## config.mk

```make
export PLATFORM = sky130hd
export DESIGN_NAME = phasemeter_lock_sequencer
export DESIGN_NICKNAME = d
export VERILOG_FILES = /design/src/rtl/phasemeter_lock_sequencer.sv
export SDC_FILE = /design/constraint.sdc
export NUM_CORES = 1
export LEC_CHECK = 0
export ABC_AREA = 1
export BUFFER_PORTS_ARGS = -buffer_cell sky130_fd_sc_hd__buf_4
export CORE_MARGIN = 5
export CORE_UTILIZATION = 30
export DETAILED_ROUTE_END_ITERATION = 10
export GPL_ROUTABILITY_DRIVEN = 1
export GPL_TIMING_DRIVEN = 0
export PLACE_DENSITY = 0.58
export SYNTH_ARGS = -nofsm -noshare
export SYNTH_HDL_FRONTEND = slang
export SYNTH_SLANG_ARGS = --single-unit
```

## constraint.sdc

```tcl
create_clock -name clk -period 1.9 [get_ports clk]
set_input_delay 0.38 -clock clk [delete_from_list [all_inputs] [get_ports clk]]
set_output_delay 0.38 -clock clk [all_outputs]
set_load 0.02 [all_outputs]
```

## src/rtl/phasemeter_lock_sequencer.sv

```systemverilog
// Acquisition/lock sequencer: coarse NCO sweep scored by magnitude, load best, track.
// Optional MAG_AVG_EN: 4-sample mean for sweep scoring and the loss test.
module phasemeter_lock_sequencer #(
   parameter int                     ACCUM_WIDTH    = 32,
   parameter int                     MAG_WIDTH      = 14,
   parameter logic [ACCUM_WIDTH-1:0] F_START        = ACCUM_WIDTH'(340161410),
   parameter logic [ACCUM_WIDTH-1:0] F_STEP         = ACCUM_WIDTH'(1048576),
   parameter int                     N_STEPS        = 64,
   parameter int                     SETTLE_SAMPLES = 8,
   parameter int                     MAG_THRESH     = 2000,
   parameter int                     LOSS_COUNT     = 16
) (
   input  logic                   clk,
   input  logic                   rst_n,
   input  logic                   en,
   input  logic [MAG_WIDTH-1:0]   mag_tdata,
   input  logic                   mag_tvalid,
   output logic [ACCUM_WIDTH-1:0] freq_tdata,
   output logic                   freq_tvalid,
   output logic                   pi_hold,
   output logic                   locked,
   output logic [2:0]             state,
   output logic [15:0]            relock_cnt
);

   localparam int IDX_W  = $clog2(N_STEPS);
   localparam int CNT_W  = $clog2(SETTLE_SAMPLES + 1);
   localparam int LOSS_W = $clog2(LOSS_COUNT + 1);

   localparam logic [IDX_W-1:0]     IDX_LAST  = IDX_W'(N_STEPS - 1);
   localparam logic [CNT_W-1:0]     CNT_LAST  = CNT_W'(SETTLE_SAMPLES - 1);
   localparam logic [LOSS_W-1:0]    LOSS_LAST = LOSS_W'(LOSS_COUNT - 1);
   localparam logic [MAG_WIDTH-1:0] THR       = MAG_WIDTH'(MAG_THRESH);

   typedef enum logic [2:0] {
      S_IDLE    = 3'd0,
      S_TUNE    = 3'd1,
      S_SETTLE  = 3'd2,
      S_MEASURE = 3'd3,
      S_EVAL    = 3'd4,
      S_LOAD    = 3'd5,
      S_TRACK   = 3'd6
   } state_t;

   state_t                 state_q, state_d;
   logic [ACCUM_WIDTH-1:0] freq_q, freq_d;
   logic [ACCUM_WIDTH-1:0] acc_q, acc_d;
   logic [ACCUM_WIDTH-1:0] best_freq_q, best_freq_d;
   logic [MAG_WIDTH-1:0]   best_mag_q, best_mag_d;
   logic                   fvalid_q, fvalid_d;
   logic                   hold_q, hold_d;
   logic                   locked_q, locked_d;
   logic [15:0]            relock_q, relock_d;
   logic [IDX_W-1:0]       idx_q, idx_d;
   logic [CNT_W-1:0]       cnt_q, cnt_d;
   logic [LOSS_W-1:0]      loss_q, loss_d;

   logic                   smp_v;
   logic [MAG_WIDTH-1:0]   smp_m;
   logic                   settled;
   logic                   scoring;

   assign scoring = (state_q == S_MEASURE) || (state_q == S_TRACK);
   assign settled = mag_tvalid && (cnt_q == CNT_LAST);

`ifdef MAG_AVG_EN
   logic [MAG_WIDTH+1:0] sum_q, sum_d, sum_all;
   logic [1:0]           acnt_q, acnt_d;

   assign sum_all = sum_q + (MAG_WIDTH+2)'(mag_tdata);

   // A block only scores on its 4th strobe; partial sums die on state exit.
   always_comb begin
      sum_d  = sum_q;
      acnt_d = acnt_q;
      smp_v  = mag_tvalid && (acnt_q == 2'd3);
      smp_m  = sum_all[MAG_WIDTH+1:2];
      if (!scoring || !en) begin
         sum_d  = '0;
         acnt_d = '0;
      end else if (mag_tvalid) begin
         if (acnt_q == 2'd3) begin
            sum_d  = '0;
            acnt_d = '0;
         end else begin
            sum_d  = sum_all;
            acnt_d = acnt_q + 2'd1;
         end
      end
   end

   always_ff @(posedge clk or negedge rst_n) begin
      if (!rst_n) begin
         sum_q  <= '0;
         acnt_q <= '0;
      end else begin
         sum_q  <= sum_d;
         acnt_q <= acnt_d;
      end
   end
`else
   always_comb begin
      smp_v = mag_tvalid;
      smp_m = mag_tdata;
   end
`endif

   always_comb begin
      state_d     = state_q;
      freq_d      = freq_q;
      acc_d       = acc_q;
      best_freq_d = best_freq_q;
      best_mag_d  = best_mag_q;
      fvalid_d    = 1'b0;
      hold_d      = hold_q;
      locked_d    = locked_q;
      relock_d    = relock_q;
      idx_d       = idx_q;
      cnt_d       = cnt_q;
      loss_d      = loss_q;
      if (!en) begin
         state_d  = S_IDLE;
         hold_d   = 1'b1;
         locked_d = 1'b0;
      end else begin
         unique case (state_q)
            S_IDLE: begin
               state_d    = S_TUNE;
               idx_d      = '0;
               best_mag_d = '0;
               acc_d      = F_START;
               if (relock_q != 16'hFFFF) relock_d = relock_q + 16'd1;
            end
            S_TUNE: begin
               freq_d   = acc_q;
               fvalid_d = 1'b1;
               cnt_d    = '0;
               state_d  = S_SETTLE;
            end
            S_SETTLE: begin
               if (settled) begin
                  cnt_d   = '0;
                  state_d = S_MEASURE;
               end else if (mag_tvalid) begin
                  cnt_d = cnt_q + 1'b1;
               end
            end
            S_MEASURE: begin
               if (smp_v) begin
                  if (smp_m > best_mag_q) begin
                     best_mag_d  = smp_m;
                     best_freq_d = freq_q;
                  end
                  if (idx_q == IDX_LAST) begin
                     state_d = S_EVAL;
                  end else begin
                     idx_d   = idx_q + 1'b1;
                     acc_d   = acc_q + F_STEP;
                     state_d = S_TUNE;
                  end
               end
            end
            S_EVAL: begin
               if (best_mag_q >= THR) begin
                  freq_d   = best_freq_q;
                  fvalid_d = 1'b1;
                  cnt_d    = '0;
                  state_d  = S_LOAD;
               end else begin
                  idx_d      = '0;
                  best_mag_d = '0;
                  acc_d      = F_START;
                  state_d    = S_TUNE;
               end
            end
            S_LOAD: begin
               if (settled) begin
                  cnt_d    = '0;
                  loss_d   = '0;
                  hold_d   = 1'b0;
                  locked_d = 1'b1;
                  state_d  = S_TRACK;
               end else if (mag_tvalid) begin
                  cnt_d = cnt_q + 1'b1;
               end
            end
            S_TRACK: begin
               if (smp_v) begin
                  if (smp_m >= THR) begin
                     loss_d = '0;
                  end else if (loss_q == LOSS_LAST) begin
                     loss_d     = '0;
                     hold_d     = 1'b1;
                     locked_d   = 1'b0;
                     idx_d      = '0;
                     best_mag_d = '0;
                     acc_d      = F_START;
                     state_d    = S_TUNE;
                     if (relock_q != 16'hFFFF) relock_d = relock_q + 16'd1;
                  end else begin
                     loss_d = loss_q + 1'b1;
                  end
               end
            end
            default: state_d = S_IDLE;
         endcase
      end
   end

   always_ff @(posedge clk or negedge rst_n) begin
      if (!rst_n) begin
         state_q     <= S_IDLE;
         freq_q      <= F_START;
         acc_q       <= F_START;
         best_freq_q <= F_START;
         best_mag_q  <= '0;
         fvalid_q    <= 1'b0;
         hold_q      <= 1'b1;
         locked_q    <= 1'b0;
         relock_q    <= '0;
         idx_q       <= '0;
         cnt_q       <= '0;
         loss_q      <= '0;
      end else begin
         state_q     <= state_d;
         freq_q      <= freq_d;
         acc_q       <= acc_d;
         best_freq_q <= best_freq_d;
         best_mag_q  <= best_mag_d;
         fvalid_q    <= fvalid_d;
         hold_q      <= hold_d;
         locked_q    <= locked_d;
         relock_q    <= relock_d;
         idx_q       <= idx_d;
         cnt_q       <= cnt_d;
         loss_q      <= loss_d;
      end
   end

   assign freq_tdata  = freq_q;
   assign freq_tvalid = fvalid_q;
   assign pi_hold     = hold_q;
   assign locked      = locked_q;
   assign state       = state_q;
   assign relock_cnt  = relock_q;

endmodule

```

== Word level (Yosys, flattened, before mapping) ==
Index checks and enable logic that the tools add are counted.

* Register bits after elaboration: 147
* Input bits: 18
* Output and inout bits: 54
* Logic and storage cells: 126

* $lt $le $gt $ge: 3
* Reduce and logical (&&, ||, !) cells: 17
* Add/sub/neg operators: 5
* Equality and inequality tests: 27
* Mux-type cells: 62

{| class="wikitable"
|+ Operators by type and width
! operator !! number
|-
| $mux W32 || 7
|-
| $pmux W32 S4 || 1
|-
| $mux W14 || 6
|-
| $mux W16 || 4
|-
| $pmux W32 S2 || 1
|-
| $pmux W14 S4 || 1
|-
| $mux W6 || 6
|-
| $add A32 B21 Y32 const B || 1
|-
| $pmux W16 S2 || 1
|-
| $ge A14 B11 Y1 const B || 2
|-
| $mux W3 || 9
|-
| $pmux W6 S4 || 1
|-
| $pmux W3 S7 || 1
|-
| $mux W5 || 4
|-
| $add A16 B1 Y16 const B || 1
|-
| $ne A16 B16 Y1 const B || 1
|-
| $reduce_and A8 Y1 || 2
|-
| $ne A3 B3 Y1 const B || 5
|-
| $gt A14 B14 Y1 || 1
|-
| $ne A2 B2 Y1 const B || 7
|-
| $mux W1 || 12
|-
| $mux W4 || 3
|-
| $pmux W4 S3 || 1
|-
| $reduce_and A4 Y1 || 3
|-
| other kinds (23) || 33
|}

== Depth between registers and ports, before layout ==
Gate-level depths: netlist of the first run.

* Depth in word-level cells: 6
* Gate-level depth with buffers: 15

== Worst setup path after synthesis of the first run ==
Ideal clock, no wire load.

* Path type: register to register
* Start: register best_mag_q[13]
* End: register best_freq_q[0]
* Cell stages (with the launch flop): 14
* Data required time: 1.834 ns
* Path buffers: 1
* Period minus slack after synthesis: 1.772 ns
* Slack: 0.128 ns
* Arrival: 1.706 ns
* Path through: dfrtp_1 inv_1 ha_1 nand2_1 nor2_1 inv_1 nor2_1 nand2_1 nand2_1 nand2_1 inv_2 clkbuf_1 nand3_1 nand2_1

* Cells in the longest elaborated chain, start to end: 2

{| class="wikitable"
|+ RTL lines
! element !! RTL line !! source
|-
| start: declaration || 49 || <nowiki>logic [MAG_WIDTH-1:0] best_mag_q, best_mag_d;</nowiki>
|-
| start signal: assignment || 229 || <nowiki>best_mag_q <= best_mag_d;</nowiki>
|-
| $gt A14 B14 Y1 || 150 || <nowiki>if (smp_m > best_mag_q) begin</nowiki>
|-
| $reduce_and A4 Y1 (no line) || n/a ||
|-
| end signal: assignment || 228 || <nowiki>best_freq_q <= best_freq_d;</nowiki>
|-
| end: declaration || 48 || <nowiki>logic [ACCUM_WIDTH-1:0] best_freq_q, best_freq_d;</nowiki>
|}

Every way passes these cells.
A chain may end at the register's enable or synchronous reset.

== Final worst setup path of the first run ==
* Start: register best_mag_q[7]
* End: register best_freq_q[31]

Same word-level chain as after synthesis.

==> results of run 1 <==
-- final cells by class --
class / count / area share [%]
repair buffers: 110 / 10.8
plain buffers: 31 / 3.08
well taps: 280 / 3.80
multi-input cells: 636 / 37.2
inverters: 76 / 3.18
flip-flops and latches: 128 / 35.2
clock inverters: 12 / 1.71
clock buffers: 20 / 4.96
-- layer usage --
layer  vias up  track usage (%)
met1      2830             18.8
met2       125             22.9
met3        23             3.83
met5         -                0
li1       3055                -
met4         0             4.58
-- per-stage QoR --
step                instance area [um^2]  hold WS (ns)  setup slack (ns)  setup TNS [ns]  utilization (%)
CTS                                 8450         0.192           -0.0382          -0.575             38.6
floorplan                           6710        0.0844             0.128               0                -
global route                        9210         0.187           -0.0935           -2.18             42.1
detailed placement                  7620         0.453            -0.476          -17.93             34.8
global placement                    7590         0.450            -0.430          -24.28             34.7
finish                              9210         0.194            0.0242               0             42.1
-- logic make-up (layout without fill, tap and decap cells) --
group	Yosys count	in the layout	share of synthesized area, %
AND/OR/NAND/NOR	536	537	34.1
AO/OA/AOI/OAI	60	60	4.61
buffers and inverters	107	249	6.82
flip-flops	128	128	48.3
XOR/XNOR	17	17	2.22
multiplexers	3	3	0.448
adder cells (fa/ha/maj)	19	19	3.54
-- report_power, final --
group | internal (W) | switching (W) | total [W]
registers | 0.00366 | 0.000711 | 0.00437
clock network | 0.00214 | 0.00127 | 0.00342
logic | 0.00202 | 0.00284 | 0.00486
-- synth_stat cells --
cell type / n
inv_1: 68
clkbuf_2: 1
a31oi_1: 1
buf_6: 2
a22oi_1: 1
o31ai_1: 1
nand4_4: 1
and3_1: 1
o21ai_0: 32
nand2_2: 3
nor2_2: 2
dfstp_2: 29
nand2_1: 345
buf_2: 14
nor3_4: 1
nand4_1: 10
ha_1: 19
dfrtp_1: 99
nor3b_1: 5
nand3_2: 2
inv_2: 8
nor2_1: 43
buf_4: 6
nand3b_1: 3
clkbuf_1: 8
mux2i_1: 3
nand2_4: 1
xnor2_1: 3
o21ai_1: 15
a21oi_1: 9
nor3_1: 17
nand3_1: 101
xor2_1: 14
nor2_4: 1
a21o_1: 1
-- what timing repair did --
item | in CTS | in global routing
cloned | 3 | 6
hold endpoints to repair | 3 | 0
setup endpoints to repair | 87 | 117
pin swaps | 1 | 55
gates resized for setup | 35 | 118
hold buffers | 1 | 0
setup buffers | 6 | 25
-- state kept, by name, indices dropped and copies added (netlist names) --
register / cells
loss_q: 5
cnt_q: 4
acc_q: 13
best_freq_q: 32
locked: 1
freq_tdata: 32
freq_tvalid: 1
best_mag_q: 14
state: 3
idx_q: 6
relock_cnt: 16
pi_hold: 1
-- how the worst max path moves through the flow --
stage	end	cells past startpoint
after floorplan	best_freq_q[0]	13
after global placement	best_freq_q[31]	13
after detailed placement	best_mag_q[12]	13
after CTS	best_freq_q[16]	14
after global routing	best_mag_q[8]	14
final	best_freq_q[31]	14
-- critical path, delay by kind of cell, from the launching register on --
kind                     cells  cell delay, ns
AND/OR/NAND/NOR              8            0.54
flip-flops                   1            0.40
adder cells (fa/ha/maj)      1            0.19
AO/OA/AOI/OAI                1            0.14
buffers and inverters        4            0.49
==> run_results.csv, run 1 <==
group,metric,value,unit
place,dp.cells,1221,
floorplan,die_y,160,um
drt,wl,18100,um
outcome,outcome,"completed",
logic_synthesis,netlist_top_cells_area,"dfrtp_1, nand2_1, dfstp_2",
place,detailed_place_hpwl,12200,um
critical_path,cp_max_fo,5,
sta,rsz0062_at_grt,"true",
hold_path,hold_depth,3,
cts,ctsHtreeMaxLevel,4,
drt,highest_layer,"met4",
sta,fmax,533,MHz
floorplan,ios,72,
finish,nFillCells,2207,
run,drv_cap,0,
finish,areaGrowthSynthToFinish,37.3,%
finish,drive_gt1_share,29.7,%
drt,first_pass_iters,5,
logic_synthesis,syn_nets,907,
critical_path,cp-end-kind,"flop",
cts,cts_tree,"built",
critical_path,cpMostUsedCell,"nand2_1",
logic_synthesis,synth-seq-area-share,48.3,%
floorplan,initial_core_util,30.7,%
place,place.port_buffers,70,
logic_synthesis,synth_top_area_cell,"dfrtp_1",
critical_path,critical_path_required,2.21,ns
finish,layout_commonest_cell,"nand2_1",
critical_path,criticalPathCategory,"reg2reg",
power,p_leak,4.48,nW
drt,drt_iter0_drc,270,
drt,postRouteAntennaNets,0,
sta,worst_pin_slew,0.673,ns
power,ir_drop,0.742,mV
critical_path,crit_path_start_kind,"flop",
power,power,0.0126,W
logic_synthesis,synth_warnings,0,
power,power.density,1370,nW/um^2
cts,cts_buffer_depth,2,
floorplan,dieWidth,160,um
place,gp_congestion,0.793,
drt,wl_met1,8470,um
drt,routed-wl-met2,8420,um
finish,seq_area,3240,um^2
grt,first_global_vias,5965,
sta,relSlewSlack,55.1,%
critical_path,rr_worst_depth,14,
grt,grt-ovfl-total,0,
drt,via_per_inst,4.67,
grt,grtUsageTotal,14.3,%
cts,numCtsBuffers,17,
cts,clkLatencyLatePin,0.43,ns
logic_synthesis,syn_area,6710,um^2
cts,path_clk_slew,0.06,ns
floorplan,die_area,25500,um^2
critical_path,startpoint,"best_mag_q[7]",
drt,route.detailed.drc,0,
critical_path,crit_path_cell_trace,"inv_2 -> ha_4 -> nand2_1 -> nand2_1 -> nand2_2 -> nand2_2 -> a21oi_2 -> nand2_1 -> nand2_2 -> clkinv_4 -> buf_6 -> clkbuf_16 -> nand3_2 -> nand2_1",
logic_synthesis,synth_cells,870,
critical_path,critPathSlowestCell,"dfrtp_1",
finish,final_nets,1037,
floorplan,fp.coreArea,21900,um^2
critical_path,max_stage_delay,0.40,ns
logic_synthesis,avgSynthCellArea,7.71,um^2
hold_path,hp-start,"mag_tdata[4]",
sta,setup_viol,0,
cts,clock-root-buffer,"clkbuf_16",
finish,multiInputGateArea,3430,um^2
logic_synthesis,ys_seq_elements,128,
sta,fin_skew,0.0109,ns
finish,mostFrequentLayoutCells,"nand2_1, buf_4, dfrtp_1, nand3_1, inv_1",
grt,antenna_found_initial,0,
logic_synthesis,ys_types,35,
logic_synthesis,synth_top_area_share,36.9,%
cts,clock-sinks,128,
finish,num_antenna_cells,0,
hold_path,hold_path_end,"best_mag_q[4]",
sta,period_minus_slack,1.88,ns
critical_path,r2r_slack,0.02,ns
hold_path,hold_path_class,"in2reg",
grt,grt_pass1_wl,30000,um
floorplan,rows,54,
grt,grt_max_degree,69,
drt,via_count,6033,
sta,timing.final.crit_share,98.7,%
critical_path,worstPathArrival,2.19,ns
critical_path,rr_endpoint,"best_freq_q[31]",
critical_path,r2r_start,"best_mag_q[7]",
sta,drv_slew,0,
drt,wl_per_cell,14.0,um
finish,instances_no_fill,1293,
drt,wl_met3,957,um
sta,final-hold-violation-count,0,
(Power assumes the default switching activity.)
==> run 2: changes to the inputs <==
- CELL_PAD_IN_SITES_DETAIL_PLACEMENT: not set -> 1
- CELL_PAD_IN_SITES_GLOBAL_PLACEMENT: not set -> 1
- PLACE_DENSITY: 0.58 -> 0.71
==> run_results.csv, run 2 (same netlist as run 1, synthesis figures left out) <==
group,metric,value,unit
sta,fmax,498,MHz
cts,path_clk_slew,0.06,ns
place,place_area,7620,um^2
sta,drv_slew,0,
cts,clock-sinks,128,
grt,grt_max_degree,75,
sta,relSlewSlack,63.9,%
grt,grt-ovfl-total,0,
sta,timing.final.crit_share,106,%
critical_path,cpLargestDelayFamily,"simple AND/OR/NAND/NOR gates",
drt,first_pass_iters,5,
sta,setup_viol,44,
finish,num_antenna_cells,0,
drt,drt_iter0_drc,292,
sta,finalHoldWorstSlack,0.203,ns
critical_path,critical_path_required,2.22,ns
sta,final-hold-violation-count,0,
place,gp_congestion,0.798,
finish,instances_no_fill,1285,
sta,rsz0062_at_grt,"true",
floorplan,initial_core_util,30.7,%
floorplan,die_area,25500,um^2
floorplan,fp.coreArea,21900,um^2
drt,via_count,6218,
power,ir_drop,0.636,mV
place,dp.cells,1221,
finish,mostFrequentLayoutCells,"nand2_1, buf_4, nand3_1, dfrtp_1, inv_1",
critical_path,cp_max_fo,5,
sta,worst_slack,-0.107,ns
grt,grtUsageTotal,15.5,%
finish,drive_gt1_share,27.0,%
floorplan,ios,72,
drt,via_per_inst,4.84,
grt,grt_pass1_wl,32400,um
outcome,outcome,"finished with violations",
critical_path,critPathBufInv,4,
finish,final_area,8920,um^2
sta,worst_pin_slew,0.541,ns
grt,antenna_found_initial,0,
cts,clkLatencyLatePin,0.43,ns
outcome,violations,"setup timing",
finish,final_nets,1029,
cts,clock-root-buffer,"clkbuf_16",
drt,postRouteAntennaNets,0,
cts,numCtsBuffers,17,
cts,ctsHtreeMaxLevel,4,
place,detailed_place_hpwl,13500,um
place,place.port_buffers,70,
critical_path,cpMostUsedCell,"nand2_1",
finish,layout_commonest_cell,"nand2_1",
run,drv_cap,0,
drt,wl_per_cell,16.0,um
sta,fin_skew,0.00838,ns
drt,wl,20500,um
drt,route.detailed.drc,0,
critical_path,criticalPathCategory,"reg2reg",
critical_path,crit_path_cell_trace,"inv_1 -> ha_1 -> nand2_2 -> nor2_4 -> inv_2 -> nor2_4 -> nand2_1 -> nand2_1 -> nand2_2 -> buf_4 -> nand2_4 -> nand2_8 -> clkbuf_16 -> nand2_1 -> nand2_1",
floorplan,die_y,160,um
hold_path,hold_path_class,"in2reg",
critical_path,worstPathArrival,2.33,ns
power,power.density,1410,nW/um^2
floorplan,dieWidth,160,um
critical_path,cp-end-kind,"flop",
power,p_leak,4.43,nW
cts,cts_tree,"built",
grt,first_global_vias,6204,
critical_path,crit_path_start_kind,"flop",
critical_path,critPathSlowestCell,"dfrtp_1",
cts,cts_buffer_depth,2,
sta,period_minus_slack,2.01,ns
floorplan,rows,54,
finish,areaGrowthSynthToFinish,33.0,%
critical_path,max_stage_delay,0.39,ns
run 2: cell types whose count changed in the layout (fill, tap and decap cells not counted), moves of 5 or more:
| cell | change |
|---|---|
| nand2_2 | +8 |
| ha_1 | +5 |
| nand2_1 | -14 |
| nand3_2 | -30 |
| nand3_1 | +31 |
run 2: timing repair:
action,in CTS,in global routing
endpoints found under the hold margin,37,0
cloned,1,5
hold buffers,1,0
setup buffers,7,18
resized for setup,42,80
pin swaps,5,18
setup endpoints to repair,99,113
run 2: final timing paths:
| check | start | endpoint | slack, ns | cells after the start |
|---|---|---|---|---|
| max | best_mag_q[12] | best_mag_q[9] | -0.11 | 15 |
| min | mag_tdata[2] | best_mag_q[2] | 0.20 | 3 |
| max reg2reg | best_mag_q[12] | best_mag_q[9] | -0.11 | 15 |
| min reg2reg | best_freq_q[28] | best_freq_q[28] | 0.46 | 2 |
| max in group asynchronous | rst_n | freq_tdata[28] | 0.62 | 3 |
| min in group asynchronous | rst_n | best_mag_q[12] | 0.47 | 2 |
run 2: worst register-to-register path, delay by kind of cell, from the launching register on:
kind	cells	cell delay [ns]
buffers and inverters	4	0.43
and+or+nand+nor	10	0.79
adders and majority gates	1	0.30
DFF	1	0.39
run 2: per-layer routing:
layer | vias up | GRT usage [%] | wire length, um
li1 | 3037 | - | -
met1 | 3094 | 20.9 | 9760
met2 | 69 | 24.8 | 9980
met3 | 18 | 3.78 | 542
met4 | 0 | 4.38 | 244
met5 | - | 0 | 0
run 2: report_power, final:
| part | leakage (nW) | switching, W | internal [W] |
|---|---|---|---|
| Sequential | 1.66 | 0.000728 | 0.00366 |
| Clock | 0.282 | 0.00132 | 0.00204 |
| Combinational | 2.49 | 0.00296 | 0.00191 |
run 2: metrics by stage:
stage | TNS, ns | utilization (%) | total power [W] | setup WS, ns
2_1_floorplan | 0 | - | 0.00681 | 0.128
3_3_place_gp | -27.36 | 34.7 | 0.00839 | -0.498
3_5_place_dp | -22.99 | 34.8 | 0.00852 | -0.563
4_1_cts | 0 | 38.4 | 0.0121 | 0.00312
5_1_grt | -9.80 | 40.8 | 0.0134 | -0.235
6_report | -3.55 | 40.8 | 0.0126 | -0.107
run 2: area by class of cell:
cell class / instances / area, um^2
Fill cell: 2686 / 13000
Multi-Input combinational cell: 636 / 3300
Sequential cell: 128 / 3240
Timing Repair Buffer: 102 / 866
Clock buffer: 21 / 470
Tap cell: 280 / 350
Inverter: 76 / 293
Buffer: 31 / 265
Clock inverter: 11 / 130
